--- config.mk ---
export PLATFORM = sky130hd
export DESIGN_NAME = mem_rd_dma
export DESIGN_NICKNAME = d
export VERILOG_FILES = /design/src/rtl/mem_rd_dma.sv
export SDC_FILE = /design/constraint.sdc
export NUM_CORES = 1
export LEC_CHECK = 0
export ABC_AREA = 1
export BUFFER_PORTS_ARGS = -buffer_cell sky130_fd_sc_hd__buf_4
export CAP_MARGIN = 20
export CORE_MARGIN = 2
export CORE_UTILIZATION = 50
export CTS_CLUSTER_DIAMETER = 80
export DETAILED_ROUTE_END_ITERATION = 10
export GPL_ROUTABILITY_DRIVEN = 1
export PLACE_DENSITY = 0.9
export SLEW_MARGIN = 15
export SYNTH_ARGS = -nofsm -noshare
export SYNTH_HDL_FRONTEND = slang
export SYNTH_SLANG_ARGS = --single-unit
--- constraint.sdc ---
create_clock -name mem_clk -period 10.2 [get_ports mem_clk]
set_input_delay 1.02 -clock mem_clk [delete_from_list [all_inputs] [get_ports mem_clk]]
set_output_delay 1.02 -clock mem_clk [all_outputs]
set_load 0.005 [all_outputs]
--- src/rtl/mem_rd_dma.sv ---
// Read DMA: fetches a contiguous block over AXI read and streams it out.
// Optional perf counters with MEM_RD_DMA_PERF_EN (perf_beats, perf_stall).
//
// Ports:
//   mem_clk, mem_rst         clock, synchronous active-high reset
//   start/src_addr/num_beats job request (sampled in IDLE)
//   busy/done/err            job status; err is sticky per job
//   buf_prog_full            downstream almost-full, gates AR issue
//   ar*, r*                  AXI read address / data channels
//   m_t*                     AXI-stream output to accel_buffer
//   perf_beats, perf_stall   (MEM_RD_DMA_PERF_EN only) saturating counters

module mem_rd_dma #(
    parameter int ADDR_W    = 32,
    parameter int DATA_W    = 64,
    parameter int MAX_BURST = 16,
    parameter int LEN_W     = 24
) (
    input  logic              mem_clk,
    input  logic              mem_rst,
    input  logic              start,
    input  logic [ADDR_W-1:0] src_addr,
    input  logic [LEN_W-1:0]  num_beats,
    output logic              busy,
    output logic              done,
    output logic              err,
    input  logic              buf_prog_full,
    output logic [ADDR_W-1:0] araddr,
    output logic [7:0]        arlen,
    output logic [2:0]        arsize,
    output logic [1:0]        arburst,
    output logic              arvalid,
    input  logic              arready,
    input  logic [DATA_W-1:0] rdata,
    input  logic [1:0]        rresp,
    input  logic              rlast,
    input  logic              rvalid,
    output logic              rready,
    output logic [DATA_W-1:0] m_tdata,
    output logic              m_tlast,
    output logic              m_tvalid,
    input  logic              m_tready
`ifdef MEM_RD_DMA_PERF_EN
    ,
    output logic [31:0]       perf_beats,
    output logic [31:0]       perf_stall
`endif
);

    localparam int BYTES = DATA_W / 8;
    localparam int SZ    = $clog2(BYTES);

    typedef enum logic [1:0] {IDLE, ADDR, DATA, FIN} state_t;

    state_t            state;
    logic [LEN_W-1:0]  rem;
    logic [ADDR_W-1:0] addr_in;
    logic [ADDR_W-1:0] addr_step;
    logic [8:0]        len_new;
    logic [8:0]        len_cur;
    logic              beat;

    // Beats in the next burst: limited by remaining count, MAX_BURST and
    // the distance to the next 4 KB page (AXI bursts may not cross it).
    function automatic logic [8:0] burst_len(input logic [ADDR_W-1:0] a,
                                             input logic [LEN_W-1:0]  n);
        logic [31:0] to4k;
        logic [31:0] cnt;
        logic [31:0] lim;
        to4k = 32'((13'h1000 - {1'b0, a[11:0]}) >> SZ);
        cnt  = 32'(n);
        lim  = 32'(MAX_BURST);
        if (cnt < lim)
            lim = cnt;
        if (to4k < lim)
            lim = to4k;
        return lim[8:0];
    endfunction

    assign addr_in   = src_addr & ~ADDR_W'(BYTES - 1);
    assign len_new   = burst_len(addr_in, num_beats);
    assign len_cur   = burst_len(araddr, rem);
    assign addr_step = ADDR_W'({1'b0, arlen} + 9'd1) << SZ;

    assign arsize  = 3'(SZ);
    assign arburst = 2'b01;

    // R channel is a zero-latency pass-through while in DATA.
    assign beat     = (state == DATA) && rvalid && m_tready;
    assign rready   = (state == DATA) && m_tready;
    assign m_tvalid = (state == DATA) && rvalid;
    assign m_tdata  = rdata;
    assign m_tlast  = (state == DATA) && (rem == LEN_W'(1));

    always_ff @(posedge mem_clk) begin
        if (mem_rst) begin
            state   <= IDLE;
            busy    <= 1'b0;
            done    <= 1'b0;
            err     <= 1'b0;
            arvalid <= 1'b0;
            araddr  <= '0;
            arlen   <= '0;
            rem     <= '0;
        end else begin
            done <= 1'b0;
            unique case (state)
                IDLE: begin
                    if (start) begin
                        araddr <= addr_in;
                        rem    <= num_beats;
                        err    <= 1'b0;
                        busy   <= 1'b1;
                        if (num_beats == '0) begin
                            state <= FIN;
                        end else begin
                            state <= ADDR;
                            if (!buf_prog_full) begin
                                arvalid <= 1'b1;
                                arlen   <= 8'(len_new - 9'd1);
                            end
                        end
                    end
                end
                ADDR: begin
                    // Once raised, arvalid holds until accepted.
                    if (!arvalid) begin
                        if (!buf_prog_full) begin
                            arvalid <= 1'b1;
                            arlen   <= 8'(len_cur - 9'd1);
                        end
                    end else if (arready) begin
                        arvalid <= 1'b0;
                        state   <= DATA;
                    end
                end
                DATA: begin
                    if (beat) begin
                        rem <= rem - LEN_W'(1);
                        if (rresp != 2'b00)
                            err <= 1'b1;
                        if (rlast) begin
                            if (rem == LEN_W'(1)) begin
                                state <= FIN;
                                done  <= 1'b1;
                            end else begin
                                araddr <= araddr + addr_step;
                                state  <= ADDR;
                            end
                        end
                    end
                end
                FIN: begin
                    // Entered with done already set after data; a zero-beat
                    // job arrives with done low and raises it here first.
                    if (done) begin
                        busy  <= 1'b0;
                        state <= IDLE;
                    end else begin
                        done <= 1'b1;
                    end
                end
                default: state <= IDLE;
            endcase
        end
    end

`ifdef MEM_RD_DMA_PERF_EN
    always_ff @(posedge mem_clk) begin
        if (mem_rst) begin
            perf_beats <= '0;
            perf_stall <= '0;
        end else if (state == IDLE && start) begin
            perf_beats <= '0;
            perf_stall <= '0;
        end else begin
            if (beat && !(&perf_beats))
                perf_beats <= perf_beats + 32'd1;
            if (busy && !beat && !(&perf_stall))
                perf_stall <= perf_stall + 32'd1;
        end
    end
`endif

endmodule

; ---- Word-level counts from Yosys, hierarchy flattened
; Index checks and enable logic that the tools add are counted.
[classes]
addsub = 7
multipliers = 0
reduce_logical = 17
n_lt_le_gt_ge = 4
div = 0
muxes = 46
n_eq_ne = 16
bitwise = 0
shift = 0
[op_table]
columns = op, count
row1 = $mux 32, 4
row2 = $mux 24, 4
row3 = $pmux 32 s2, 1
row4 = $lt 29x24->1, 2
row5 = $mux 8, 7
row6 = $lt 24x5->1 const B, 2
row7 = $pmux 24 s2, 1
row8 = $add 32x12->32, 1
row9 = $sub 13x12->14 const A, 2
row10 = $eq 24x1->1 const B, 1
row11 = $logic_not 24->1, 1
row12 = $sub 24x1->24 const B, 1
row13 = $ne 2x2->1 const B, 11
row14 = $mux 2, 8
row15 = $pmux 8 s2, 1
row16 = $sub 8x1->8 const B, 2
row17 = $mux 1, 15
row18 = $reduce_and 6->1, 2
row19 = $add 8x1->9 const B, 1
row20 = $pmux 1 s2, 4
row21 = $pmux 2 s4, 1
row22 = $reduce_and 4->1, 2
row23 = $reduce_bool 2->1, 4
row24 = $reduce_and 3->1, 2
row25 = other kinds (6), 10
[word_totals]
rom_bits = 0
wordCells = 98
in_bits = 130
latch_bits = 0
n_memories = 0
ramBits = 0
output_inout_bits = 116
register_bits = 70

; ---- Longest topological paths before layout
[depth]
depth_word = 9
ltp_mapped = 26
ltp_nobuf = 26

; ---- Worst setup path after synthesis
; OpenSTA, ideal clock, no wires.
[synth_path]
path_kind = in2reg
from = input port src_addr[3]
to = register arlen[2]
setup_time_ns = 0.117
stages = 21
t_arrival_ns = 3.828
n_path_buf = 0
path_slack_ns = 6.255
required_time_ns = 10.083
cell_sequence = inv_1 -> ha_1 -> nand2_1 -> nor2_1 -> nand3b_1 -> nor3_1 -> xor2_1 -> ha_1 -> a21oi_1 -> o21ai_0 -> a21oi_1 -> nand2_2 -> o21ai_0 -> nand3_1 -> o21ai_2 -> inv_1 -> ha_1 -> nand2_1 -> nand2_1 -> o221ai_1 -> inv_1
[synth_between]
elab_chain_len = 8
[synth_rtl]
columns = item, line
row1 = "start, declared", 22  ; input logic [ADDR_W-1:0] src_addr,
row2 = $sub 13x12->14 (*), 70  ; to4k = 32'((13'h1000 - {1'b0, a[11:0]}) >> SZ);
row3 = $lt 29x24->1, 75  ; if (to4k < lim)
row4 = $mux 8 (*), 75
row5 = $sub 8x1->8 (*), 120  ; arlen <= 8'(len_new - 9'd1);
row6 = $mux 8 (*), 118  ; if (!buf_prog_full) begin
row7 = $mux 8 (*), 114  ; if (num_beats == '0) begin
row8 = $mux 8 (*), 109  ; if (start) begin
row9 = $pmux 8 s2 (*), 107  ; unique case (state)
row10 = "end signal, assigned", 120
row11 = "end signal, assigned", 130  ; arlen <= 8'(len_cur - 9'd1);
row12 = "end, declared", 29  ; output logic [7:0] arlen,
; Every way passes the cells marked *; elsewhere a longest branch is shown, timed or not. The select of a mux whose other input is x is not followed.
; A chain may end at the register's enable or synchronous reset.

; ---- Final worst setup path
; Ends and elaborated chain as after synthesis.

==> reports/metrics.csv <==
metric;value;unit
Worst R2R Start;state[1];
Startpoint Class;input pin;
nets;1226;
fin crit period;4400;ps
Critical Path End Type;register;
Num Clock Sinks;67;
xor/xnor share of the synthesized area;0.0547;
Buffers on Ports;106;
Rel. slew slack;0.494;
Clock Latency Late Sink;340;ps
Hold Fails Final Rpt;0;
main combinational cell family by area after synthesis;simple AND/OR/NAND/NOR gates;
die area;13700;um^2
mux cell area share after synthesis;0;
CTS root buffer;clkbuf_16;
first-pass detailed-route iteration total;5;
fmax;227;MHz
GRT overflow;0;
CTS Buffer Depth;2;
hold_buf cts;0;
Synth Area in Simple Gates;0.320;
crit-path max FO;9;
CTS tree;built;
vias in the first global route;6075;
DIE HEIGHT;117;um
first-pass GRT wire length;27100;um
CP endpoint;arlen[2];
largest net degree at the start of global routing;73;
status;finished, final reports clean;
# fillers;1230;
routability congestion estimate from global placement;0.913;
Top Ports;246;
sequential fraction of the synthesis area;0.209;
area of the core;12600;um^2
clock skew;6.50;ps
most frequent cells in the layout;nand2_1 (178), nor2_1 (151), inv_1 (128);
Cells after Synth;1027;
number of DRC markers in iteration 0;353;
antenna-violating nets left;0;
worst path arrival time;4630;ps
Leakage Power;3.32;nW
period utilisation layout;0.432;
Total GRT Usage;0.243;
Synth Flop Type;dfxtp_1;
Max Slew Vio Count;0;
Yosys top cell area share;0.209;
CTS resizes;0;
number of inserted diodes;0;
Hold Path Origin;err;
Syn Std Cell Area;6400;um^2
HP Class;register to register;
share of post-route cells with drive strength above 1;0.148;
setup TNS;0;ps
Starting Density;0.510;
# rows;41;
crit path kind;input pin to register;
Max VDD drop;0.136;mV
Synth Register Bits;67;
commonest non-fill, non-tap cell in the layout;nand2_1;
Post-synth EDFFs;0;
CP startpoint;src_addr[3];
unrepaired setup endpoints after global routing;false;
pwr dens;286;nW/um^2
worst slew pin tran;759;ps
reg2reg path depth;14;
CP required;10430;ps
detailed-route wire length per cell;13.1;um
Layout area overhead;10.8;%
synth unique cells;45;
post-DP HPWL;12000;um
warnings from Yosys;0;
final core utilization;0.565;
Critical R2R Capture;araddr[9];
maxcap violations;0;
Vias;6624;
largest cells by area after synthesis;dfxtp_1 (21%), nand2_1 (10%), nor2_1 (8.8%);
share of flip-flops with an asynchronous set or reset;0;
clk slew on worst S/H paths;60;ps
htree depth;3;
drc violations;0;
Reg2Reg Setup Slack;6060;ps
CTS Buf Count;9;
final setup fails;0;
area leader, netlist;dfxtp_1;
die width;117;um
final WL;16200;um
Post-Syn Area per Cell;6.24;um^2
initial antenna violation count;0;
Compound-Gate Fraction of Synth Area;0.162;
adder-cell share of the synthesized area;0.0695;
post-CTS setup buffer count;0;
Via density;5.36;
==> through the flow <==
| stage | instances | worst slack [ps] | total power [mW] | cell area (um^2) | hold slack [ps] |
|---|---|---|---|---|---|
| 2_1_floorplan | 1043 | 6250 | 1.40 | 6460 | 453 |
| 3_3_place_gp | 1221 | 5680 | 1.67 | 6800 | 452 |
| 3_5_place_dp | 1221 | 5580 | 1.71 | 6800 | 457 |
| 4_1_cts | 1235 | 5910 | 2.03 | 7080 | 470 |
| 5_1_grt | 1236 | 5570 | 2.24 | 7100 | 493 |
| 6_report | 1236 | 5800 | 2.03 | 7100 | 468 |
==> per-layer routing <==
metal,vias to the layer above,share of wire,global-route usage
li1,3314,-,-
met1,3062,0.44,0.306
met2,218,0.48,0.416
met3,30,0.053,0.0402
met4,0,0.021,0.0957
met5,-,0,0
==> sequential cells by signal, summed over array words and instances (netlist names) <==
name and cells:
araddr 29, rem 24, arlen 8, state 2, arvalid 1, busy 1
done 1, err 1
==> worst max-delay path: stages <==
cell and delay (ps):
buf_4 110, inv_1 110, ha_1 200, nand2_1 70
nor2_1 170, nand3b_1 140, nor3_1 210, xor2_1 200
ha_1 260, a21oi_1 120, o21ai_0 90, a21oi_1 600
nand2_2 190, o21ai_0 120, nand3_1 120, o21ai_2 140
inv_1 100, ha_1 260, nand2_1 110, nand2_1 60
o221ai_1 170, inv_1 60
==> how the worst min path moves through the flow <==
stage / endpoint / slack (ps) / cells past startpoint
floorplan: rem[6] / 450 / 2
global placement: err / 450 / 2
detailed placement: err / 460 / 2
CTS: err / 470 / 2
global route: err / 490 / 2
finish: err / 470 / 2
==> where the power goes <==
part           switching (mW)  total [mW]  internal (mW)
sequential              0.140       0.511          0.371
combinational           0.745        1.22          0.471
clock                   0.121       0.307          0.186
total                    1.01        2.03           1.03
==> cells by family (layout without fill, tap and decap cells) <==
kind of cell / Yosys count / in the layout
and+or+nand+nor: 464 / 464
buffers and inverters: 233 / 254
AOI/OAI and AO/OA: 186 / 186
DFF: 67 / 67
xor gates and xnor gates: 40 / 40
adders and majority gates: 35 / 35
other: 2 / 18
==> synthesized netlist by cell type, types with 11 or more instances <==
| cell type | n |
|---|---|
| a21oi_1 | 76 |
| nand2_1 | 178 |
| inv_1 | 128 |
| nor3_1 | 26 |
| o21ai_0 | 65 |
| buf_4 | 75 |
| clkbuf_1 | 19 |
| nand3_1 | 55 |
| nor2_1 | 151 |
| xnor2_1 | 15 |
| xor2_1 | 25 |
| a31oi_1 | 11 |
| dfxtp_1 | 67 |
| ha_1 | 34 |
| o211ai_1 | 14 |
| nand4_1 | 15 |
==> final cells by class <==
| class | instances | area, um^2 | area share |
|---|---|---|---|
| Clock buffer | 9 | 225 | 0.0317 |
| Clock inverter | 5 | 56.3 | 0.00793 |
| Inverter | 132 | 497 | 0.0700 |
| Multi-Input combinational cell | 743 | 3950 | 0.556 |
| Sequential cell | 67 | 1340 | 0.189 |
| Tap cell | 172 | 215 | 0.0303 |
| Timing Repair Buffer | 108 | 818 | 0.115 |
Power figures use the tool's default switching activity.
